--- config.mk ---
export PLATFORM = sky130hd
export DESIGN_NAME = corefifo_wr_gray_ptr_flat
export DESIGN_NICKNAME = d
export VERILOG_FILES = /design/src/rtl/corefifo_pkg.sv /design/src/rtl/corefifo_wr_gray_ptr_if.sv /design/src/rtl/corefifo_gray_to_bin.sv /design/src/rtl/corefifo_wr_gray_ptr.sv /design/src/flat_wrapper.sv
export SDC_FILE = /design/constraint.sdc
export NUM_CORES = 1
export LEC_CHECK = 0
export BUFFER_PORTS_ARGS = -buffer_cell sky130_fd_sc_hd__buf_2
export CORE_MARGIN = 3
export CORE_UTILIZATION = 44
export DETAILED_ROUTE_END_ITERATION = 8
export PLACE_DENSITY = 0.73
export SLEW_MARGIN = 30
export SYNTH_ARGS = -nofsm -noshare
export SYNTH_HDL_FRONTEND = slang
export SYNTH_SLANG_ARGS = --single-unit
--- constraint.sdc ---
create_clock -name clk -period 2.2 [get_ports clk]
set_input_delay 0.11 -clock clk [delete_from_list [all_inputs] [get_ports clk]]
set_output_delay 0.11 -clock clk [all_outputs]
set_load 0.1 [all_outputs]
--- src/rtl/corefifo_pkg.sv ---
// ---------------------------------------------------------------------------
// corefifo_pkg
// Shared definitions for the dual-clock CoreFIFO pointer logic.
//   - ADDRWIDTH_DFLT / PTRW : default address width and matching pointer width
//                             (ADDRWIDTH + 1, the extra bit is the wrap bit).
//   - bin2gray / gray2bin   : conversions on a zero-extended word. Zero upper
//                             bits do not disturb either conversion, so callers
//                             of any pointer width can use them and truncate
//                             the result.
// ---------------------------------------------------------------------------
package corefifo_pkg;

  localparam int ADDRWIDTH_DFLT = 3;
  localparam int PTRW           = ADDRWIDTH_DFLT + 1;

  localparam int GRAY_W = 32;
  typedef logic [GRAY_W-1:0] gray_word_t;

  function automatic gray_word_t bin2gray(input gray_word_t b);
    return b ^ (b >> 1);
  endfunction

  // MSB-first XOR chain: each binary bit is the parity of every Gray bit at or
  // above its position.
  function automatic gray_word_t gray2bin(input gray_word_t g);
    gray_word_t b;
    b = '0;
    for (int i = 0; i < GRAY_W; i++) begin
      b[i] = ^(g >> i);
    end
    return b;
  endfunction

endpackage

--- src/rtl/corefifo_wr_gray_ptr_if.sv ---
// ---------------------------------------------------------------------------
// corefifo_wr_gray_ptr_if
// Write-side bundle of the CoreFIFO pointer generator.
//   wr_en            write request from the producer
//   rd_ptr_gray_sync read Gray pointer, already synchronised to the write clock
//   we_mem           RAM write enable (write accepted this cycle)
//   waddr            RAM write address
//   wptr_gray        registered Gray write pointer, crosses to the read domain
//   full, afull      registered full / almost-full flags
//   wr_level         registered fill level, 0 .. 2^ADDRWIDTH
//   overflow         one-cycle pulse: write requested while full
// The slave modport is the pointer generator; the master modport is the
// producer / surrounding FIFO shell.
// ---------------------------------------------------------------------------
interface corefifo_wr_gray_ptr_if
  import corefifo_pkg::*;
#(
  parameter int ADDRWIDTH = ADDRWIDTH_DFLT
);

  logic                 wr_en;
  logic [ADDRWIDTH:0]   rd_ptr_gray_sync;
  logic                 we_mem;
  logic [ADDRWIDTH-1:0] waddr;
  logic [ADDRWIDTH:0]   wptr_gray;
  logic                 full;
  logic                 afull;
  logic [ADDRWIDTH:0]   wr_level;
  logic                 overflow;

  modport master (
    output wr_en, rd_ptr_gray_sync,
    input  we_mem, waddr, wptr_gray, full, afull, wr_level, overflow
  );

  modport slave (
    input  wr_en, rd_ptr_gray_sync,
    output we_mem, waddr, wptr_gray, full, afull, wr_level, overflow
  );

endinterface

--- src/rtl/corefifo_gray_to_bin.sv ---
// ---------------------------------------------------------------------------
// corefifo_gray_to_bin
// Combinational Gray-to-binary decoder for an (ADDRWIDTH+1)-bit FIFO pointer.
//   gray  in  ADDRWIDTH+1  Gray-coded pointer
//   bin   out ADDRWIDTH+1  binary equivalent
// ---------------------------------------------------------------------------
module corefifo_gray_to_bin
  import corefifo_pkg::*;
#(
  parameter int ADDRWIDTH = ADDRWIDTH_DFLT
) (
  input  logic [ADDRWIDTH:0] gray,
  output logic [ADDRWIDTH:0] bin
);

  localparam int PW = ADDRWIDTH + 1;

  assign bin = PW'(gray2bin(GRAY_W'(gray)));

endmodule

--- src/rtl/corefifo_wr_gray_ptr.sv ---
// ---------------------------------------------------------------------------
// corefifo_wr_gray_ptr
// Write-domain pointer and flag generator of the dual-clock CoreFIFO.
// Counts accepted writes in binary (wbin), drives the RAM write port, publishes
// a registered Gray write pointer for the read-domain synchroniser, and turns
// the synchronised read Gray pointer into full / afull / level / overflow.
//   clk    in  write clock, all state on the rising edge
//   reset  in  asynchronous, active-high reset
//   bus    slave modport of corefifo_wr_gray_ptr_if (see interface header)
// Flags are pessimistic with respect to reads: a read only frees space once
// its pointer has crossed the synchroniser, never earlier.
// ---------------------------------------------------------------------------
module corefifo_wr_gray_ptr
  import corefifo_pkg::*;
#(
  parameter int ADDRWIDTH    = ADDRWIDTH_DFLT,
  parameter int AFULL_THRESH = 6
) (
  input  logic                   clk,
  input  logic                   reset,
  corefifo_wr_gray_ptr_if.slave  bus
);

  localparam int PW = ADDRWIDTH + 1;

  // The full pattern of a Gray pointer pair: the write pointer equals the read
  // pointer with its two top bits inverted (one whole lap ahead). Expressed as
  // an XOR mask so the ADDRWIDTH=1 case needs no empty slice.
  localparam logic [PW-1:0] FULL_MASK = PW'(3) << (ADDRWIDTH - 1);
  localparam logic [PW-1:0] AFULL_LVL = PW'(AFULL_THRESH);

  logic [PW-1:0] wbin;
  logic [PW-1:0] wptr_gray_q;
  logic [PW-1:0] wr_level_q;
  logic          full_q;
  logic          afull_q;
  logic          overflow_q;

  logic [PW-1:0] rbin;
  logic [PW-1:0] wbin_next;
  logic [PW-1:0] wgray_next;
  logic [PW-1:0] level_next;
  logic          accept;
  logic          full_next;

  corefifo_gray_to_bin #(
    .ADDRWIDTH (ADDRWIDTH)
  ) u_rd_decode (
    .gray (bus.rd_ptr_gray_sync),
    .bin  (rbin)
  );

  // A write while full is dropped here, so the pointer can never overrun.
  assign accept = bus.wr_en & ~full_q;

  // NOTE: every always_comb output gets a default at the top of the block so a
  // missed branch cannot infer a latch.
  always_comb begin
    wbin_next = wbin;
    if (accept) begin
      wbin_next = wbin + PW'(1);
    end
    wgray_next = PW'(bin2gray(GRAY_W'(wbin_next)));
    level_next = wbin_next - rbin;
    full_next  = (wgray_next == (bus.rd_ptr_gray_sync ^ FULL_MASK));
  end

  // NOTE: state is updated with non-blocking assignments so every register
  // samples the pre-edge values regardless of statement order.
  always_ff @(posedge clk or posedge reset) begin
    if (reset) begin
      wbin        <= '0;
      wptr_gray_q <= '0;
      wr_level_q  <= '0;
      full_q      <= 1'b0;
      afull_q     <= 1'b0;
      overflow_q  <= 1'b0;
    end else begin
      wbin        <= wbin_next;
      wptr_gray_q <= wgray_next;
      wr_level_q  <= level_next;
      full_q      <= full_next;
      afull_q     <= (level_next >= AFULL_LVL);
      overflow_q  <= bus.wr_en & full_q;
    end
  end

  assign bus.we_mem    = accept;
  assign bus.waddr     = wbin[ADDRWIDTH-1:0];
  assign bus.wptr_gray = wptr_gray_q;
  assign bus.wr_level  = wr_level_q;
  assign bus.full      = full_q;
  assign bus.afull     = afull_q;
  assign bus.overflow  = overflow_q;

endmodule

--- src/flat_wrapper.sv ---
// flat-port wrapper written by rule: the top's interface ports become plain ports
module corefifo_wr_gray_ptr_flat import corefifo_pkg::*;
#(
  parameter int ADDRWIDTH    = ADDRWIDTH_DFLT,
  parameter int AFULL_THRESH = 6
)
  (clk, reset, bus_wr_en, bus_rd_ptr_gray_sync, bus_we_mem, bus_waddr, bus_wptr_gray, bus_full, bus_afull, bus_wr_level, bus_overflow);
  corefifo_wr_gray_ptr_if #(.ADDRWIDTH(ADDRWIDTH)) bus_i ();
  input  logic clk;
  input  logic reset;
  input wire logic [$bits(bus_i.wr_en)-1:0] bus_wr_en;
  input wire logic [$bits(bus_i.rd_ptr_gray_sync)-1:0] bus_rd_ptr_gray_sync;
  output wire logic [$bits(bus_i.we_mem)-1:0] bus_we_mem;
  output wire logic [$bits(bus_i.waddr)-1:0] bus_waddr;
  output wire logic [$bits(bus_i.wptr_gray)-1:0] bus_wptr_gray;
  output wire logic [$bits(bus_i.full)-1:0] bus_full;
  output wire logic [$bits(bus_i.afull)-1:0] bus_afull;
  output wire logic [$bits(bus_i.wr_level)-1:0] bus_wr_level;
  output wire logic [$bits(bus_i.overflow)-1:0] bus_overflow;
  assign bus_i.wr_en = bus_wr_en;
  assign bus_i.rd_ptr_gray_sync = bus_rd_ptr_gray_sync;
  assign bus_we_mem = bus_i.we_mem;
  assign bus_waddr = bus_i.waddr;
  assign bus_wptr_gray = bus_i.wptr_gray;
  assign bus_full = bus_i.full;
  assign bus_afull = bus_i.afull;
  assign bus_wr_level = bus_i.wr_level;
  assign bus_overflow = bus_i.overflow;
  corefifo_wr_gray_ptr #(.ADDRWIDTH(ADDRWIDTH), .AFULL_THRESH(AFULL_THRESH)) u_core (.clk(clk), .reset(reset), .bus(bus_i));
endmodule
# After elaboration in Yosys (flattened, before gate mapping)
# Cells that the tools add are included.
classes:
  n_lt_le_gt_ge: 1
  bitwise_logic: 5
  n_reduce_logical: 4
  mux: 1
  n_eq_ne: 1
  add_sub_neg: 2
op_table:
  columns: ["operator", "n"]
  rows:
  - ["$reduce_xor A32 Y1", 4]
  - ["$add A4 B1 Y4 const B", 1]
  - ["$eq A4 B4 Y1", 1]
  - ["$ge A4 B3 Y1 const B", 1]
  - ["$mux W4", 1]
  - ["$sub A4 B4 Y4", 1]
  - ["$xor A4 B3 Y4", 1]
  - ["$and A1 B1 Y1", 2]
  - ["$not A2 Y2", 1]
  - ["$not A1 Y1", 1]
word_totals:
  elab_cells: 20
  in_bits: 7
  register_bits: 15
  out_inout_bits: 15

# Depth between registers and ports, before layout
# Gate-level depths: netlist (run 1).
logic_depth:
  word_depth: 5
  depth_mapped: 10
  mapped_depth_nobuf: 9

# Cells and area by module
# From an unflattened synthesis (run 1), not the netlist that was laid out.
unflattened:
  cells_unflattened: 72
  hier_area_um2: 823.3
by_module_without_submodules:
  columns: ["mod", "cells_per_inst", "seq_area_each_um2", "area_per_inst_um2", "n_inst"]
  rows:
  - ["corefifo_wr_gray_ptr", 67, 350.3, 773.2, 1]
  - ["corefifo_gray_to_bin", 5, 0.0, 50.0, 1]

# Worst setup path after synthesis (run 1)
# No wires, ideal clock.
synth_timing:
  path_kind: "register to register"
  from: "reg u_core.full_q (netlist: u_core.bus.full)"
  to: "reg u_core.afull_q (netlist: u_core.bus.afull)"
  slack_ns: -0.805
  synth_period_minus_slack_ns: 3.005
  required_ns: 2.082
  path_stages_with_launch: 11
  arrival_time_ns: 2.887
  path_buffers: 1
  cell_sequence: "dfrtp_1 nor2b_1 buf_2 xor2_1 inv_1 ha_1 or4bb_1 o2111a_1 a311oi_2 xnor2_1 a21o_1"
synth_between:
  elab_chain_cells: 5
synth_lines:
  columns: ["element", "line_no", "rtl"]
  rows:
  - ["from (decl)", "corefifo_wr_gray_ptr.sv:35", "logic full_q;"]
  - ["from (signal assigned)", "corefifo_wr_gray_ptr.sv:82", "full_q <= full_next;"]
  - ["$not A1 Y1", "corefifo_wr_gray_ptr.sv:54", "assign accept = bus.wr_en & ~full_q;"]
  - ["$and A1 B1 Y1", "corefifo_wr_gray_ptr.sv:54", null]
  - ["via bus_we_mem", "flat_wrapper.sv:13", "output wire logic [$bits(bus_i.we_mem)-1:0] bus_we_mem;"]
  - ["$mux W4", "corefifo_wr_gray_ptr.sv:60", "if (accept) begin"]
  - ["via u_core.wbin_next[0]", "corefifo_wr_gray_ptr.sv:40", "logic [PW-1:0] wbin_next;"]
  - ["$sub A4 B4 Y4", "corefifo_wr_gray_ptr.sv:64", "level_next = wbin_next - rbin;"]
  - ["via u_core.level_next[3]", "corefifo_wr_gray_ptr.sv:42", "logic [PW-1:0] level_next;"]
  - ["$ge A4 B3 Y1", "corefifo_wr_gray_ptr.sv:83", "afull_q <= (level_next >= AFULL_LVL);"]
  - ["to (signal assigned)", "corefifo_wr_gray_ptr.sv:83", null]
  - ["to (decl)", "corefifo_wr_gray_ptr.sv:36", "logic afull_q;"]
# The timed path passes the listed nets, and every way through them passes these cells.

# Final worst setup path (run 1)
layout_timing:
  from: "reg u_core.full_q (netlist: u_core.bus.full)"
  to: "reg u_core.afull_q (netlist: u_core.bus.afull)"
layout_between:
  elab_chain_cells: 5
layout_lines:
  columns: ["element", "line_no"]
  rows:
  - ["$not A1 Y1", "corefifo_wr_gray_ptr.sv:54"]
  - ["$and A1 B1 Y1", "corefifo_wr_gray_ptr.sv:54"]
  - ["$mux W4", "corefifo_wr_gray_ptr.sv:60"]
  - ["via u_core.wbin_next[0]", "corefifo_wr_gray_ptr.sv:40"]
  - ["$sub A4 B4 Y4", "corefifo_wr_gray_ptr.sv:64"]
  - ["via u_core.level_next[3]", "corefifo_wr_gray_ptr.sv:42"]
  - ["$ge A4 B3 Y1", "corefifo_wr_gray_ptr.sv:83"]
# The timed path passes the listed nets, and every way through them passes these cells.

==> flow_metrics.tcl, run 1 <==
set metrics [dict create \
    antenna_cells 0 \
    firstDrtPassIters 4 \
    start_kind "flop" \
    drc_errors 0 \
    fin_hold_ws_ps 98.8 \
    postRouteAntennaNets 0 \
    drive_above_1_share_pct 44.8 \
    final.period_utilization_pct 96.0 \
    area_delta_synth_final_pct 32.7 \
    hpwlAfterDp_um 1070 \
    ys_seq_area_share_pct 47.9 \
    crit_type "reg2reg" \
    vias_per_cell 5.07 \
    grt_max_degree 15 \
    clock-root-buffer "clkbuf_4" \
    vias 522 \
    ios 22 \
    tightest_slew_ps 550 \
    numCtsBuffers 3 \
    cts_tree "done" \
    h-tree-depth 1 \
    clkSinkCount 14 \
    status "finished clean" \
    first_global_vias 495 \
    hold_violations 0 \
    drv_cap 0 \
    yosys_register_bits 14 \
    gp_congestion 0.771 \
    drv_slew 0 \
    start_util_pct 47.4 \
    die_y_um 46.8 \
    worstPathRequired_ps 2370 \
    wl_um 1400 \
    clk_path_buf_depth 2 \
    end_kind "flop" \
    port_buffers 21 \
    rsz0062_at_grt "yes" \
    clkSlewWorstSetupHoldPaths_ps 80 \
    final_nets 99 \
    finClkSkew_ps 3.40 \
    grt_overflow 0 \
    netlist_area_um2 731 \
    grt_pass1_wl_um 2140 \
    cp_max_fo 2 \
    regArea_um2 357 \
    final_cell_mix "buf_2, dfrtp_1, xnor2_1" \
    grt_use_total_pct 14.2 \
    yosys-top-cells-area "dfrtp_1, xnor2_1, xor2_1" \
    arrival_ps 2280 \
    die_w_um 46.8 \
    yosys_warnings 0 \
    fmax_mhz 473 \
    final_common_cell "buf_2" \
    dieArea_um2 2190 \
    antenna_found_initial 0 \
    synth_nets 66 \
    multiInputGateArea_um2 373 \
    wl_per_cell_um 13.5 \
    syn-instance-count 55 \
    rows 14 \
    setup_violations 0 \
    yosys.area.top_type "dfrtp_1" \
    clk_latency_ps 270 \
    drt_iter0_markers 7 \
    fin_crit_ps 2110 \
    core-area_um2 1540 \
    fillers 126 \
    yosysUniqueCellTypes 21 \
    min_path_type "in2reg" \
    fin_tns_setup_ps 0 \
    netlist.area_leader.share_pct 47.9 \
    avgSynthCellArea_um2 13.3 \
    relSlewSlack_pct 63.3 \
]
[per-layer routing]
metal,track usage [%],up-vias,share of wire [%]
met5,0,-,0
met4,8.29,0,1.0
met3,4.21,2,6.9
met2,23.4,16,50
met1,16.4,252,42
li1,-,252,-
[flip-flops by register name (all words and copies together) (netlist names)]
register,cells
u_core.bus.overflow,1
u_core.wbin,4
u_core.bus.wptr_gray,3
u_core.bus.afull,1
u_core.bus.full,1
u_core.bus.wr_level,4
[cell type report]
type	instances	area share [%]
repair buffers	29	17.7
multi-input cells	34	38.5
clock buffers	4	2.71
flip-flops and latches	14	36.8
inverters	6	2.32
well taps	16	2.06
[cells in the mapped netlist (all sizes together)]
library cell	count
xor2	6
and2	1
o21ai	2
and4	1
a311oi	1
nand3b	2
buf	1
a21oi	1
or4bb	1
dfrtp	14
o2111a	1
inv	6
nor4	1
ha	4
xnor3	3
xnor2	7
a21o	1
nor2b	1
nand2b	1
[final timing paths]
kind,startpoint,end,slack [ps],cells after the start
setup / recovery,u_core.bus.full,u_core.bus.afull,90,9
hold / removal,bus_wr_en,u_core.bus.overflow,100,2
setup reg to reg,u_core.bus.full,u_core.bus.afull,90,9
hold reg to reg,u_core.wbin[3],u_core.wbin[3],520,1
max in group asynchronous,reset,u_core.bus.full,1380,3
min in group asynchronous,reset,u_core.bus.overflow,410,3
[critical path, stage by stage (launching register included)]
cell      delay, ps
dfrtp_4         500
nor2b_4         130
xor2_1           90
inv_1            60
ha_1            150
or4bb_1         410
o2111a_1        180
a311oi_2        210
xnor2_1         120
a21o_1          160
[metrics by stage]
step	instances	worst slack, ps	instance area, um2	util, %
after floorplan	55	-315	743	-
after global placement	98	89.9	910	59.0
after detailed placement	98	67.9	910	59.0
after CTS	103	25.1	946	61.4
after global routing	103	-33.9	970	62.9
final	103	87.7	970	62.9
[kinds of logic (layout without fill, tap and decap cells)]
kind of cell             count (synthesis)  after routing  synth area share (%)
AND/OR/NAND/NOR                          8              8                  8.22
XOR/XNOR                                16             16                  25.0
buffers and inverters                    7             39                  3.77
flip-flops                              14             14                  47.9
AO/OA/AOI/OAI                            6              6                  8.22
adder cells (fa/ha/maj)                  4              4                  6.85
[what timing repair did]
| item | in CTS | in global routing |
|---|---|---|
| hold endpoints to repair | 14 | 0 |
| setup endpoints to repair | 0 | 1 |
| gates resized for setup | 0 | 4 |
| setup buffers | 0 | 0 |
| hold buffers | 1 | 0 |
Power of run 1 is not shown: default switching activity piles up to over one toggle a cycle in this logic, so the estimate is an artifact.
==> inputs of run 2 (changes only) <==
SETUP_SLACK_MARGIN = 0.2   (was not set)
==> run 2 against run 1 <==
Effect of this change:
- utilization increased by 3.6 points
- critical path depth stayed put
- global-route usage up 1.0 points
- die area unchanged
- highest routed layer unchanged
==> flow_metrics.tcl, run 2 (synthesis gave the netlist of run 1 again) <==
set metrics [dict create \
    status "finished clean" \
    clock-root-buffer "clkbuf_4" \
    start_util_pct 47.4 \
    die_y_um 46.8 \
    vias_per_cell 5.10 \
    port_buffers 21 \
    core-area_um2 1540 \
    critPathBufInv 3 \
    postRouteAntennaNets 0 \
    dieArea_um2 2190 \
    worstPathRequired_ps 2370 \
    final_cell_mix "buf_2, buf_4, dfrtp_1" \
    path_delay_family "XOR/XNOR gates" \
    h-tree-depth 1 \
    gp_congestion 0.751 \
    min_path_type "in2reg" \
    cp_common_cell "buf_4" \
    drt_iter0_markers 5 \
    drc_errors 0 \
    drv_cap 0 \
    wl_um 1540 \
    relSlewSlack_pct 62.8 \
    rows 14 \
    wl_per_cell_um 14.4 \
    grt_use_total_pct 15.2 \
    clkSlewWorstSetupHoldPaths_ps 80 \
    critPathSlowestCell "dfrtp_4" \
    area_delta_synth_final_pct 40.2 \
    grt_overflow 0 \
    firstDrtPassIters 4 \
    cp_max_fo 5 \
    numCtsBuffers 3 \
    grt_max_degree 15 \
    setup_violations 0 \
    multiInputGateArea_um2 392 \
    antenna_cells 0 \
    finClkSkew_ps 5.26 \
    ios 22 \
    vias 546 \
    arrival_ps 2320 \
    clk_path_buf_depth 2 \
    final_common_cell "buf_2" \
    fin_tns_setup_ps 0 \
    regArea_um2 363 \
    final.period_utilization_pct 97.5 \
    start_kind "flop" \
    cts_tree "done" \
    antenna_found_initial 0 \
    final_nets 103 \
    end_kind "flop" \
    die_w_um 46.8 \
    rsz0062_at_grt "yes" \
    fmax_mhz 466 \
    drv_slew 0 \
    hold_violations 0 \
    tightest_slew_ps 557 \
    clkSinkCount 14 \
    fin_hold_ws_ps 110 \
    clk_latency_ps 280 \
    crit_type "reg2reg" \
    grt_pass1_wl_um 2220 \
    utilization_pct 66.5 \
    drive_above_1_share_pct 52.7 \
    fillers 125 \
    fin_crit_ps 2150 \
    cpPeakStageDelay_ps 520 \
    hpwlAfterDp_um 1080 \
    first_global_vias 531 \
    path_cells "ha_2 > nand3b_1 > xor2_1 > buf_4 > buf_4 > buf_4 > xnor3_1 > xnor2_1 > nor4_2" \
]
[run 2: what timing repair did]
item,4_1_cts,5_1_grt
endpoints found under the setup margin,2,3
resized for setup,3,5
hold buffers,1,0
setup buffers,2,2
hold endpoints to repair,14,0
pin swaps,2,4
[run 2: worst reg2reg max path: cells and delay by family, from the launching register on]
| kind | cells | cell delay [ps] |
|---|---|---|
| XOR/XNOR | 3 | 610 |
| adder cells (fa/ha/maj) | 1 | 200 |
| AND/OR/NAND/NOR | 2 | 360 |
| flip-flops | 1 | 520 |
| buffers and inverters | 3 | 350 |
[run 2: final timing paths]
check,slack [ps],cells after the start,endpoint,startpoint
worst max-delay path,50,9,u_core.bus.full,u_core.wbin[0]
worst min-delay path,110,2,u_core.bus.overflow,bus_wr_en
worst max register to register,50,9,u_core.bus.full,u_core.wbin[0]
worst min register to register,520,1,u_core.wbin[3],u_core.wbin[3]
max in group asynchronous,1380,3,u_core.wbin[0],reset
min in group asynchronous,410,3,u_core.bus.full,reset
[run 2: final cells by class]
cell class / instances / area share [%]
multi-input cells: 34 / 38.2
repair buffers: 33 / 19.7
well taps: 16 / 1.95
inverters: 6 / 2.20
clock buffers: 4 / 2.56
flip-flops and latches: 14 / 35.4
[run 2: metal layers]
layer	GRT usage, %	share of wire (%)	up-vias	routed length, um
met5	0	0	-	0
met4	11.6	2.9	0	44
met3	3.45	6.1	7	93
met2	24.7	49	19	749
met1	17.3	42	264	649
li1	-	-	256	-
[run 2: stage by stage]
step / instances / setup WS, ps / instance area (um2)
final: 107 / 54.2 / 1020
after global routing: 107 / 2.05 / 1020
after CTS: 105 / 64.8 / 987
after detailed placement: 98 / -20.1 / 916
after global placement: 98 / 43.0 / 916
after floorplan: 55 / -303 / 749
Power of run 2 is left out for the same reason.
==> inputs of run 3 (changes only) <==
ABC_AREA = 0   (was not set)
CORE_UTILIZATION = 30   (was 44)
PLACE_DENSITY = not set   (was 0.73)
SETUP_SLACK_MARGIN = not set   (was 0.2)
==> run 3 against run 2 <==
Effect of this change:
- cell area fell by 0.12%
- die area increased by 40%
- flip-flop and latch count stayed put
- via count shrank 6.6%
- largest cell class unchanged
==> flow_metrics.tcl, run 3 (synthesis gave the netlist of run 1 again) <==
set metrics [dict create \
    rsz0062_at_grt "yes" \
    vias 510 \
    clock-root-buffer "clkbuf_4" \
    fmax_mhz 472 \
    start_kind "flop" \
    die_w_um 55.4 \
    drt_iter0_markers 1 \
    numCtsBuffers 3 \
    grt_max_degree 15 \
    drc_errors 0 \
    final_nets 101 \
    clkSlewWorstSetupHoldPaths_ps 90 \
    critPathSlowestCell "dfrtp_4" \
    setup_violations 0 \
    cpPeakStageDelay_ps 500 \
    wl_per_cell_um 12.6 \
    ios 22 \
    path_cells "nor2b_4 > xor2_2 > inv_1 > ha_2 > or4bb_1 > o2111a_1 > a311oi_2 > xnor2_1 > a21o_1" \
    firstDrtPassIters 2 \
    gp_congestion 0.727 \
    hpwlAfterDp_um 1130 \
    grt_use_total_pct 10.8 \
    hold_violations 0 \
    arrival_ps 2300 \
    core-area_um2 2250 \
    clkSinkCount 14 \
    postRouteAntennaNets 0 \
    grt_pass1_wl_um 2540 \
    vias_per_cell 4.36 \
    grt_overflow 0 \
    final_common_cell "buf_2" \
    fillers 237 \
    drive_above_1_share_pct 51.7 \
    final.period_utilization_pct 96.4 \
    drv_cap 0 \
    antenna_cells 0 \
    first_global_vias 571 \
    cts_tree "done" \
    clk_path_buf_depth 2 \
    end_kind "flop" \
    start_util_pct 32.4 \
    tightest_slew_ps 550 \
    h-tree-depth 1 \
    drv_slew 0 \
    fin_hold_ws_ps 97.5 \
    antenna_found_initial 0 \
    final_cell_mix "buf_2, dfrtp_1, buf_4" \
    relSlewSlack_pct 63.3 \
    worstPathRequired_ps 2380 \
    area_delta_synth_final_pct 40.1 \
    status "finished clean" \
    wl_um 1470 \
    port_buffers 21 \
    r2r_slack_ps 80 \
    rows 17 \
    dieArea_um2 3060 \
    clk_latency_ps 280 \
    crit_type "reg2reg" \
    die_y_um 55.4 \
    cp_max_fo 3 \
    fin_crit_ps 2120 \
    min_path_type "in2reg" \
    finClkSkew_ps 5.05 \
]
run 3: cell types whose count changed in the layout (fill, tap and decap cells not counted), sizes merged:
cell  previous run  this run
buf             32        30
run 3: per-stage QoR:
stage / TNS [ps] / setup WS, ps / instance area, um2 / std cells / util [%]
after floorplan: -497 / -315 / 743 / 55 / -
after global placement: 0 / 81.6 / 917 / 109 / 40.7
after detailed placement: -11.0 / -11.0 / 917 / 109 / 40.7
after CTS: 0 / 19.1 / 966 / 114 / 42.8
after global routing: -108 / -64.7 / 1020 / 117 / 45.4
final: 0 / 79.9 / 1020 / 117 / 45.4
run 3: layout make-up:
class / count / area [um2] / area share, %
clock buffers: 4 / 36.3 / 3.55
inverters: 6 / 22.5 / 2.20
multi-input cells: 34 / 390 / 38.1
flip-flops and latches: 14 / 357 / 34.8
well taps: 28 / 35.0 / 3.42
repair buffers: 31 / 183 / 17.8
run 3: metal layers:
metal	GRT usage, %	wire [um]	vias to the layer above
li1	-	-	251
met3	3.27	65	5
met1	11.8	583	240
met4	7.29	53	0
met2	17.7	767	14
met5	0	0	-
run 3: final timing paths:
check                                           to             from  cells after the start
max                               u_core.bus.afull  u_core.bus.full                      9
min                            u_core.bus.overflow        bus_wr_en                      2
max reg2reg                       u_core.bus.afull  u_core.bus.full                      9
min reg2reg                         u_core.wbin[3]   u_core.wbin[3]                      1
max in group asynchronous          u_core.bus.full            reset                      3
min in group asynchronous  u_core.bus.wptr_gray[0]            reset                      3
run 3: critical path: cells and delay by family, from the launching register on:
family	cells	cell delay (ps)
adder cells (fa/ha/maj)	1	170
buffers and inverters	1	60
AND/OR/NAND/NOR	2	540
AO/OA/AOI/OAI	3	530
flip-flops	1	500
XOR/XNOR	2	200
run 3: repair_timing:
action / CTS / global route
endpoints found under the setup margin: 1 / 2
pin swaps: 0 / 2
setup buffers: 0 / 3
resized for setup: 1 / 6
hold endpoints to repair: 14 / 0
hold buffers: 1 / 0
Power of run 3 is left out for the same reason.
